==> src/rtl/fp_pkg.sv <==
// Shared definitions for the floating-point multiplier datapath.
//   rnd_mode_t   : IEEE 754 rounding-mode encoding carried alongside each beat.
//   EXP_W_DEF /
//   MAN_W_DEF    : default (binary32) field widths.
//   norm_stage_t : layout of one normalised beat in the default format
//                  (fraction, guard, sticky, exponent, sign, mode).
package fp_pkg;

    localparam int EXP_W_DEF = 8;
    localparam int MAN_W_DEF = 23;

    typedef enum logic [2:0] {
        RNE = 3'd0,   // nearest, ties to even
        RTZ = 3'd1,   // toward zero
        RUP = 3'd2,   // toward +inf
        RDN = 3'd3,   // toward -inf
        RMM = 3'd4    // nearest, ties away from zero
    } rnd_mode_t;

    typedef struct packed {
        logic [MAN_W_DEF-1:0] frac;
        logic                 guard;
        logic                 sticky;
        logic [EXP_W_DEF+1:0] exp;
        logic                 sign;
        rnd_mode_t            mode;
    } norm_stage_t;

endpackage

==> src/rtl/fp_round_inc.sv <==
// Rounding increment decision, shared by the multiplier and adder datapaths.
// Ports:
//   lsb    in  : least significant kept fraction bit (L)
//   guard  in  : first bit below the kept fraction (G)
//   sticky in  : OR of all bits below the guard bit (S)
//   sign   in  : result sign, only matters for the directed modes
//   mode   in  : rounding mode
//   inc    out : 1 when the kept fraction must be incremented
module fp_round_inc
    import fp_pkg::*;
(
    input  logic      lsb,
    input  logic      guard,
    input  logic      sticky,
    input  logic      sign,
    input  rnd_mode_t mode,
    output logic      inc
);

    always_comb begin
        inc = guard & (lsb | sticky);
        case (mode)
            RTZ:     inc = 1'b0;
            RUP:     inc = ~sign & (guard | sticky);
            RDN:     inc = sign & (guard | sticky);
            RMM:     inc = guard;
            // RNE and the unused codes 5..7 all round to nearest-even
            default: inc = guard & (lsb | sticky);
        endcase
    end

endmodule

==> src/rtl/fp_norm_round_pipe.sv <==
// Two-stage normalise-and-round pipeline for the floating-point multiplier.
// Stage 1 normalises the raw significand product by at most one position and
// extracts guard/sticky; stage 2 applies the rounding mode and renormalises on
// a rounding carry-out. Full valid/ready backpressure, capacity two beats.
// Ports:
//   clk, rst          : clock, asynchronous active-high reset
//   in_valid/in_ready : input handshake
//   in_prod           : unsigned significand product, 2*(MAN_W+1) bits
//   in_exp            : biased exponent sum, EXP_W+2 bits
//   in_sign, in_rnd   : result sign and rounding mode, sampled per beat
//   out_valid/out_ready : output handshake
//   out_exp, out_man  : final exponent and rounded fraction (hidden bit dropped)
//   out_sign          : sign passed through
//   out_inexact       : guard|sticky was nonzero before rounding
module fp_norm_round_pipe
    import fp_pkg::*;
#(
    parameter int EXP_W = EXP_W_DEF,
    parameter int MAN_W = MAN_W_DEF
) (
    input  logic                     clk,
    input  logic                     rst,
    input  logic                     in_valid,
    output logic                     in_ready,
    input  logic [2*(MAN_W+1)-1:0]   in_prod,
    input  logic [EXP_W+1:0]         in_exp,
    input  logic                     in_sign,
    input  logic [2:0]               in_rnd,
    output logic                     out_valid,
    input  logic                     out_ready,
    output logic [EXP_W+1:0]         out_exp,
    output logic [MAN_W-1:0]         out_man,
    output logic                     out_sign,
    output logic                     out_inexact
);

    localparam int PW = 2 * (MAN_W + 1);
    localparam int XW = EXP_W + 2;

    typedef struct packed {
        logic [MAN_W-1:0] frac;
        logic             guard;
        logic             sticky;
        logic [XW-1:0]    exp;
        logic             sign;
        rnd_mode_t        mode;
    } stage_t;

    // Adds the rounding increment one bit wider so the carry-out is visible.
    function automatic logic [MAN_W:0] add_inc(input logic [MAN_W-1:0] frac,
                                                input logic inc);
        return {1'b0, frac} + {{MAN_W{1'b0}}, inc};
    endfunction

    stage_t           norm_p0;
    stage_t           norm_p1;
    logic             vld_p1;
    logic             vld_p2;
    logic             ready_p2;
    logic             inc_p1;
    logic [MAN_W:0]   sum_p1;
    logic [XW-1:0]    exp_p2;
    logic [MAN_W-1:0] man_p2;
    logic             sign_p2;
    logic             inexact_p2;

    assign ready_p2 = ~vld_p2 | out_ready;
    assign in_ready = ~vld_p1 | ready_p2;

    // ---- stage 0 -> 1: normalise by at most one position ----
    // Products with both top bits clear (denormal operands) take the
    // no-shift path unchanged; there is deliberately no leading-zero count.
    always_comb begin
        norm_p0.sign = in_sign;
        norm_p0.mode = rnd_mode_t'(in_rnd);
        if (in_prod[PW-1]) begin
            norm_p0.frac   = in_prod[PW-2:MAN_W+1];
            norm_p0.guard  = in_prod[MAN_W];
            norm_p0.sticky = |in_prod[MAN_W-1:0];
            norm_p0.exp    = in_exp + XW'(1);
        end else begin
            norm_p0.frac   = in_prod[PW-3:MAN_W];
            norm_p0.guard  = in_prod[MAN_W-1];
            norm_p0.sticky = |in_prod[MAN_W-2:0];
            norm_p0.exp    = in_exp;
        end
    end

    // ---- stage 1 -> 2: round and renormalise on carry-out ----
    fp_round_inc u_round_inc (
        .lsb    (norm_p1.frac[0]),
        .guard  (norm_p1.guard),
        .sticky (norm_p1.sticky),
        .sign   (norm_p1.sign),
        .mode   (norm_p1.mode),
        .inc    (inc_p1)
    );

    assign sum_p1 = add_inc(norm_p1.frac, inc_p1);

    always_ff @(posedge clk or posedge rst) begin
        if (rst) begin
            vld_p1     <= 1'b0;
            vld_p2     <= 1'b0;
            norm_p1    <= '0;
            exp_p2     <= '0;
            man_p2     <= '0;
            sign_p2    <= 1'b0;
            inexact_p2 <= 1'b0;
        end else begin
            if (in_ready) begin
                vld_p1 <= in_valid;
                if (in_valid) norm_p1 <= norm_p0;
            end
            if (ready_p2) begin
                vld_p2 <= vld_p1;
                if (vld_p1) begin
                    // A carry out of the fraction means 1.111..1 rounded up to
                    // 10.000..0: the fraction becomes zero and the exponent bumps.
                    man_p2     <= sum_p1[MAN_W] ? '0 : sum_p1[MAN_W-1:0];
                    exp_p2     <= norm_p1.exp + XW'(sum_p1[MAN_W]);
                    sign_p2    <= norm_p1.sign;
                    inexact_p2 <= norm_p1.guard | norm_p1.sticky;
                end
            end
        end
    end

    assign out_valid   = vld_p2;
    assign out_exp     = exp_p2;
    assign out_man     = man_p2;
    assign out_sign    = sign_p2;
    assign out_inexact = inexact_p2;

endmodule

==> config.mk <==
export PLATFORM = sky130hd
export DESIGN_NAME = fp_norm_round_pipe
export DESIGN_NICKNAME = d
export VERILOG_FILES = /design/src/rtl/fp_pkg.sv /design/src/rtl/fp_round_inc.sv /design/src/rtl/fp_norm_round_pipe.sv
export SDC_FILE = /design/constraint.sdc
export NUM_CORES = 1
export LEC_CHECK = 0
export BUFFER_PORTS_ARGS = -buffer_cell sky130_fd_sc_hd__clkbuf_2
export CAP_MARGIN = 40
export CELL_PAD_IN_SITES_DETAIL_PLACEMENT = 0
export CELL_PAD_IN_SITES_GLOBAL_PLACEMENT = 2
export CORE_MARGIN = 2
export CORE_UTILIZATION = 25
export CTS_CLUSTER_DIAMETER = 80
export DETAILED_ROUTE_END_ITERATION = 10
export HOLD_SLACK_MARGIN = 0.1
export PLACE_DENSITY_LB_ADDON = 0.08
export SLEW_MARGIN = 15
export SYNTH_ARGS = -nofsm -noshare
export SYNTH_HDL_FRONTEND = slang
export SYNTH_SLANG_ARGS = --single-unit
==> constraint.sdc <==
create_clock -name clk -period 8.3 [get_ports clk]
set_clock_uncertainty 0.05 [all_clocks]
set_input_delay 0.415 -clock clk [delete_from_list [all_inputs] [get_ports clk]]
set_output_delay 0.415 -clock clk [all_outputs]
set_load 0.01 [all_outputs]
; After elaboration in Yosys (flattened, before gate mapping)
; Cells that the tools add are included.
[word_totals]
input_bits = 66
reg_bits = 76
out_inout_bits = 37
[classes]
n_addsub = 3
n_bitwise = 10
n_eq_ne = 4
reduce_logical = 4
muxes = 3
[ops]
columns = operator, n
row1 = $mux W35, 1
row2 = $add A23 B1 Y24, 1
row3 = $mux W23, 1
row4 = $reduce_or A23 Y1, 1
row5 = $reduce_or A22 Y1, 1
row6 = $add A10 B1 Y10, 1
row7 = $add A10 B1 Y10 const B, 1
row8 = $eq A3 B2 Y1 const B, 2
row9 = $or A1 B1 Y1, 4
row10 = $pmux W1 S4, 1
row11 = $reduce_and A2 Y1, 2
row12 = $and A1 B1 Y1, 3
row13 = $eq A3 B1 Y1 const B, 1
row14 = $eq A3 B3 Y1 const B, 1
row15 = $not A1 Y1, 3

; Depth between registers and ports, before layout
[logic_depth]
word_depth = 5
depth_mapped = 16

; Modules after synthesis
; A second synthesis with hierarchy kept.
[hier_totals]
hier_cells = 410
area_unflattened_um2 = 3958.8
[modules_own_cells]
columns = module, instances, cells_each, area_per_inst_um2
row1 = fp_norm_round_pipe, 1, 403, 3905.0
row2 = fp_round_inc, 1, 7, 53.8

; Least setup slack after synthesis
; Ideal clock, no wire load.
[synth_path]
kind = register -> register
from = reg norm_p1[0] (netlist name)
to = reg exp_p2[6] (netlist: out_exp[6])
arrival_time_ns = 2.676
path_stages_with_launch = 16
setup_slack_ns = 5.491
path_cell_list = dfrtp_1 > xor2_1 > nor3b_1 > a21oi_1 > nor2_1 > ha_1 > nand3_1 > nor3_4 > inv_1 > nor4_1 > ha_1 > ha_1 > and3_1 > nand3_1 > xor2_1 > o21ai_0
[synth_via]
elab_chain_cells = 4
word_cells_on_any_way = 7
cone_classes = 2 x add/sub / 4 x eq/ne / 1 x mux
[synth_rtl]
columns = element, line
row1 = from (decl), fp_norm_round_pipe.sv:56  ; stage_t norm_p1;
row2 = from (signal assigned), fp_norm_round_pipe.sv:113  ; if (in_valid) norm_p1 <= norm_p0;
row3 = $eq A3 B3 Y1 (tied with other cells), fp_round_inc.sv:22  ; case (mode)
row4 = $pmux W1 S4 (*), fp_round_inc.sv:22
row5 = $add A23 B1 Y24 (*), fp_norm_round_pipe.sv:52  ; return {1'b0, frac} + {{MAN_W{1'b0}}, inc};
row6 = $add A10 B1 Y10 (*), fp_norm_round_pipe.sv:121  ; exp_p2 <= norm_p1.exp + XW'(sum_p1[MAN_W]);
row7 = to (signal assigned), fp_norm_round_pipe.sv:121
row8 = to (decl), fp_norm_round_pipe.sv:62  ; logic [XW-1:0] exp_p2;
; Every way passes the cells marked *; elsewhere a longest branch is shown, timed or not.
; A chain may end at the register's enable or synchronous reset.

; Worst setup path after layout
[layout_path]
from = reg norm_p1[0] (netlist name)
to = reg exp_p2[9] (netlist: out_exp[9])
; Same word-level chain as after synthesis.

==> flow_summary.yaml <==
hold_path:
  min_path_type: "in2reg"
critical_path:
  critical_path_capture_point_type: "flop"
  critical_path.max_fanout: 9
  cp.arrival_ns: 3.51
  cp.required_ns: 8.50
  worstSetupStartpointType: "flop"
  criticalPathCategory: "reg2reg"
clock_network:
  cts_buffers: 9
  count_of_clock_tree_sinks: 76
  clock_tree.buffer_depth: 2
  cts.repair_timing.setup_buffer_count: 0
  h-tree-depth: 3
  worst_skew_late_latency_ns: 0.33
  clock-root-buffer: "clkbuf_16"
  tritoncts_clock_tree: "done"
  clock_slew_at_reported_path_ffs_ns: 0.06
logic_synthesis:
  synth.ff_latch_count: 76
  synth-compound-area-share: 0.09722
  ys_dominant_reg_cell: "dfrtp_1"
  syn-mean-instance-area_um2: 9.677
  yosys-top-cells-area: "dfrtp_1, nand2_1, o21ai_0"
  synth.net_count: 466
  number_of_enable_type_register_cells_in_the_synthesized_netlist: 0
  synth_cells: 395
  synth_top_family_by_area: "simple AND/OR/NAND/NOR gates"
  yosys.cell_types.count: 33
  syn_warnings: 0
  synth_xor_xnor_area_share: 0.08936
  netlist.top_cell.by_area: "dfrtp_1"
  synth-async-reset-ratio: 1.000
  synthSimpleGateAreaFrac: 0.1912
  post_synth_design_cell_area_um2: 3822
  synthAdderAreaFrac: 0.01637
  synth_seq_area_share: 0.4975
  synth_mux_area_frac: 0.08609
  synth_top_area_frac: 0.4975
die:
  rows: 45
  dieHeight_um: 127.7
  design.die.area_um2: 16290
  core_um2: 15090
  die_width_um: 127.7
  io_pins: 103
  initial_core_util: 0.2533
layout:
  synthesis_to_finish_area_growth_pct: 27.82
  layout.nets: 568
  post-route-cell-area_um2: 4886
  drive_above_1_share: 0.2794
  diodes: 0
sta:
  setup_viol_count_final: 0
  min_period_over_period: 0.3992
  hold_viol_final: 0
  setup-tns-final_ns: 0
  finalHoldWorstSlack_ns: 0.2605
  max_freq_mhz: 301.8
  unrepaired_setup_endpoints_after_global_routing: "false"
  setup_slack_ns: 4.987
  final.min_clock_period_ns: 3.313
  number_of_pins_exceeding_their_max_slew_limit_in_the_final_report: 0
  timing_worst_slew_pin_value_ns: 0.6513
  maxSlewHeadroom: 0.5658
place:
  dpl.hpwl_um: 7585
  worst_setup_timing_slack_at_the_placement_stage_ns: 4.907
  dpl-instance-area_um2: 4591
  place.port_buffers: 102
  routabilityCongestion: 0.7457
global_routing:
  grt_first_pass_wirelength_um: 16200
  globalRouteOverflowTotal: 0
  grt_start_max_net_pins: 75
  grt_antenna_before_repair: 0
  global_route.usage.total: 0.1296
  via_count_of_the_first_global_routing_pass: 3048
power_and_ir_drop:
  comb_power_share: 0.192
  report.power.total_mw: 1.096
  clock_power_share: 0.354
  share_seq_of_total_power: 0.454
  power_switching_uw: 324.5
  powerDensity_nw_per_um2: 224.4
  p_leak_nw: 2.257
  vdd_ir_drop_max_mv: 0.08585
  power_report.internal_total_uw: 771.9
  sw_frac_of_total: 0.2959
detailed_routing:
  drtAntennaViolNets: 0
  vias: 3041
  routedWlPerCell_um: 14.46
  firstDrtPassIters: 4
  wl_um: 9962
  detailed_route_drc_error_count: 0
  dr.first_iter.drc_count: 131
  routed_via_density: 4.414
job:
  maxCapViolCount: 0
status:
  status: "finished, final reports clean"
[worst max-delay path: stages (launching register included)]
cell	delay [ns]
dfrtp_1	0.40
xor2_1	0.16
nor3b_1	0.18
a21oi_1	0.06
nor2_1	0.10
ha_1	0.27
nand3_1	0.15
nor3_4	0.36
inv_1	0.07
nor4_1	0.37
ha_1	0.25
nand3_1	0.13
nor2_1	0.25
nand3_1	0.14
xor2_1	0.15
o21ai_0	0.13
[cell type report]
class / count / area [µm²]
sequential: 76 / 1902
inverter: 3 / 12.51
clock inverter: 2 / 35.03
tap: 188 / 235.2
timing repair buffer: 108 / 610.6
clock buffer: 13 / 250.2
fill: 1606 / 10200
multi-input combinational: 299 / 1841
[worst paths after layout]
check / endpoint / slack [ns] / cells after the start / startpoint
worst max register to register: out_exp[9] / 4.99 / 15 / norm_p1[0]
worst min-delay path: vld_p1 / 0.26 / 2 / in_valid
max in group asynchronous: out_man[10] / 7.02 / 5 / rst
worst max-delay path: out_exp[9] / 4.99 / 15 / norm_p1[0]
worst min register to register: out_man[6] / 0.42 / 2 / out_man[6]
min in group asynchronous: out_exp[9] / 0.60 / 4 / rst
[sequential cells by signal, summed over array words and instances (netlist names)]
name / cells
out_man: 23
out_sign: 1
norm_p1: 39
out_exp: 10
out_valid: 1
out_inexact: 1
vld_p1: 1
[cell usage after synthesis, types with 2 or more instances]
library cell / instances
nand2_1: 89
dfrtp_1: 76
o21ai_0: 55
xor2_1: 28
mux2i_1: 25
nand3_1: 14
nor2_1: 13
xnor2_1: 11
nand4_1: 10
o21ai_1: 9
clkbuf_1: 7
mux2_2: 7
and3_1: 6
nor4_1: 6
buf_2: 5
ha_1: 5
buf_1: 4
o31ai_1: 4
inv_1: 3
and4_2: 2
nand2b_1: 2
nand3_2: 2
nand4_2: 2
[metrics by stage]
| step | std cells | util |
|---|---|---|
| after floorplan | 395 | - |
| after global placement | 670 | 0.2993 |
| after detailed placement | 673 | 0.3042 |
| after CTS | 689 | 0.3238 |
| after global routing | 689 | 0.3238 |
| final | 689 | 0.3238 |
[what timing repair did]
action	4_1_cts	5_1_grt
hold buffers	1	0
endpoints found under the hold margin	20	0
endpoints found under the setup margin	0	0
resized for setup	0	0
[power by group through the flow]
stage	Clock (mW)	Sequential, mW	Combinational (mW)
3_3_place_gp	0	0.506	0.211
2_1_floorplan	0	0.507	0.106
3_5_place_dp	0	0.507	0.217
6_report	0.388	0.498	0.211
4_1_cts	0.400	0.500	0.218
5_1_grt	0.419	0.510	0.242
[cell families (layout without fill, tap and decap cells)]
group	after synthesis	after routing
and+or+nand+nor	152	152
buffers and inverters	20	126
xor gates and xnor gates	39	39
DFF	76	76
muxes	32	32
adders and majority gates	5	5
AOI/OAI and AO/OA	71	71
[layout by cell type, fill, tap and decap left out, types with 2 or more instances in the layout]
cell | Yosys | layout
clkinv_2 | 0 | 2
o21ai_0 | 55 | 55
nand3_1 | 14 | 14
dfrtp_1 | 76 | 76
nand2b_1 | 2 | 2
xor2_1 | 28 | 28
inv_1 | 3 | 2
mux2_2 | 7 | 7
ha_1 | 5 | 5
o31ai_1 | 4 | 4
clkbuf_16 | 0 | 9
buf_4 | 1 | 2
o21ai_1 | 9 | 9
nand3_2 | 2 | 2
nand4_1 | 10 | 10
buf_16 | 0 | 2
mux2i_1 | 25 | 25
and3_1 | 6 | 6
clkbuf_2 | 0 | 102
clkbuf_1 | 7 | 3
nand2_2 | 0 | 2
xnor2_1 | 11 | 11
nor4_1 | 6 | 6
and4_2 | 2 | 2
nand2_1 | 89 | 87
nor2_1 | 13 | 13
nand4_2 | 2 | 2
[per-layer routing]
layer,GRT usage,vias to the layer above,routed length [µm]
met2,0.1887,70,4266
met1,0.1871,1396,5090
li1,-,1565,-
met5,0,-,0
met4,0.05236,0,159
met3,0.02755,10,445
(Power assumes the default switching activity.)
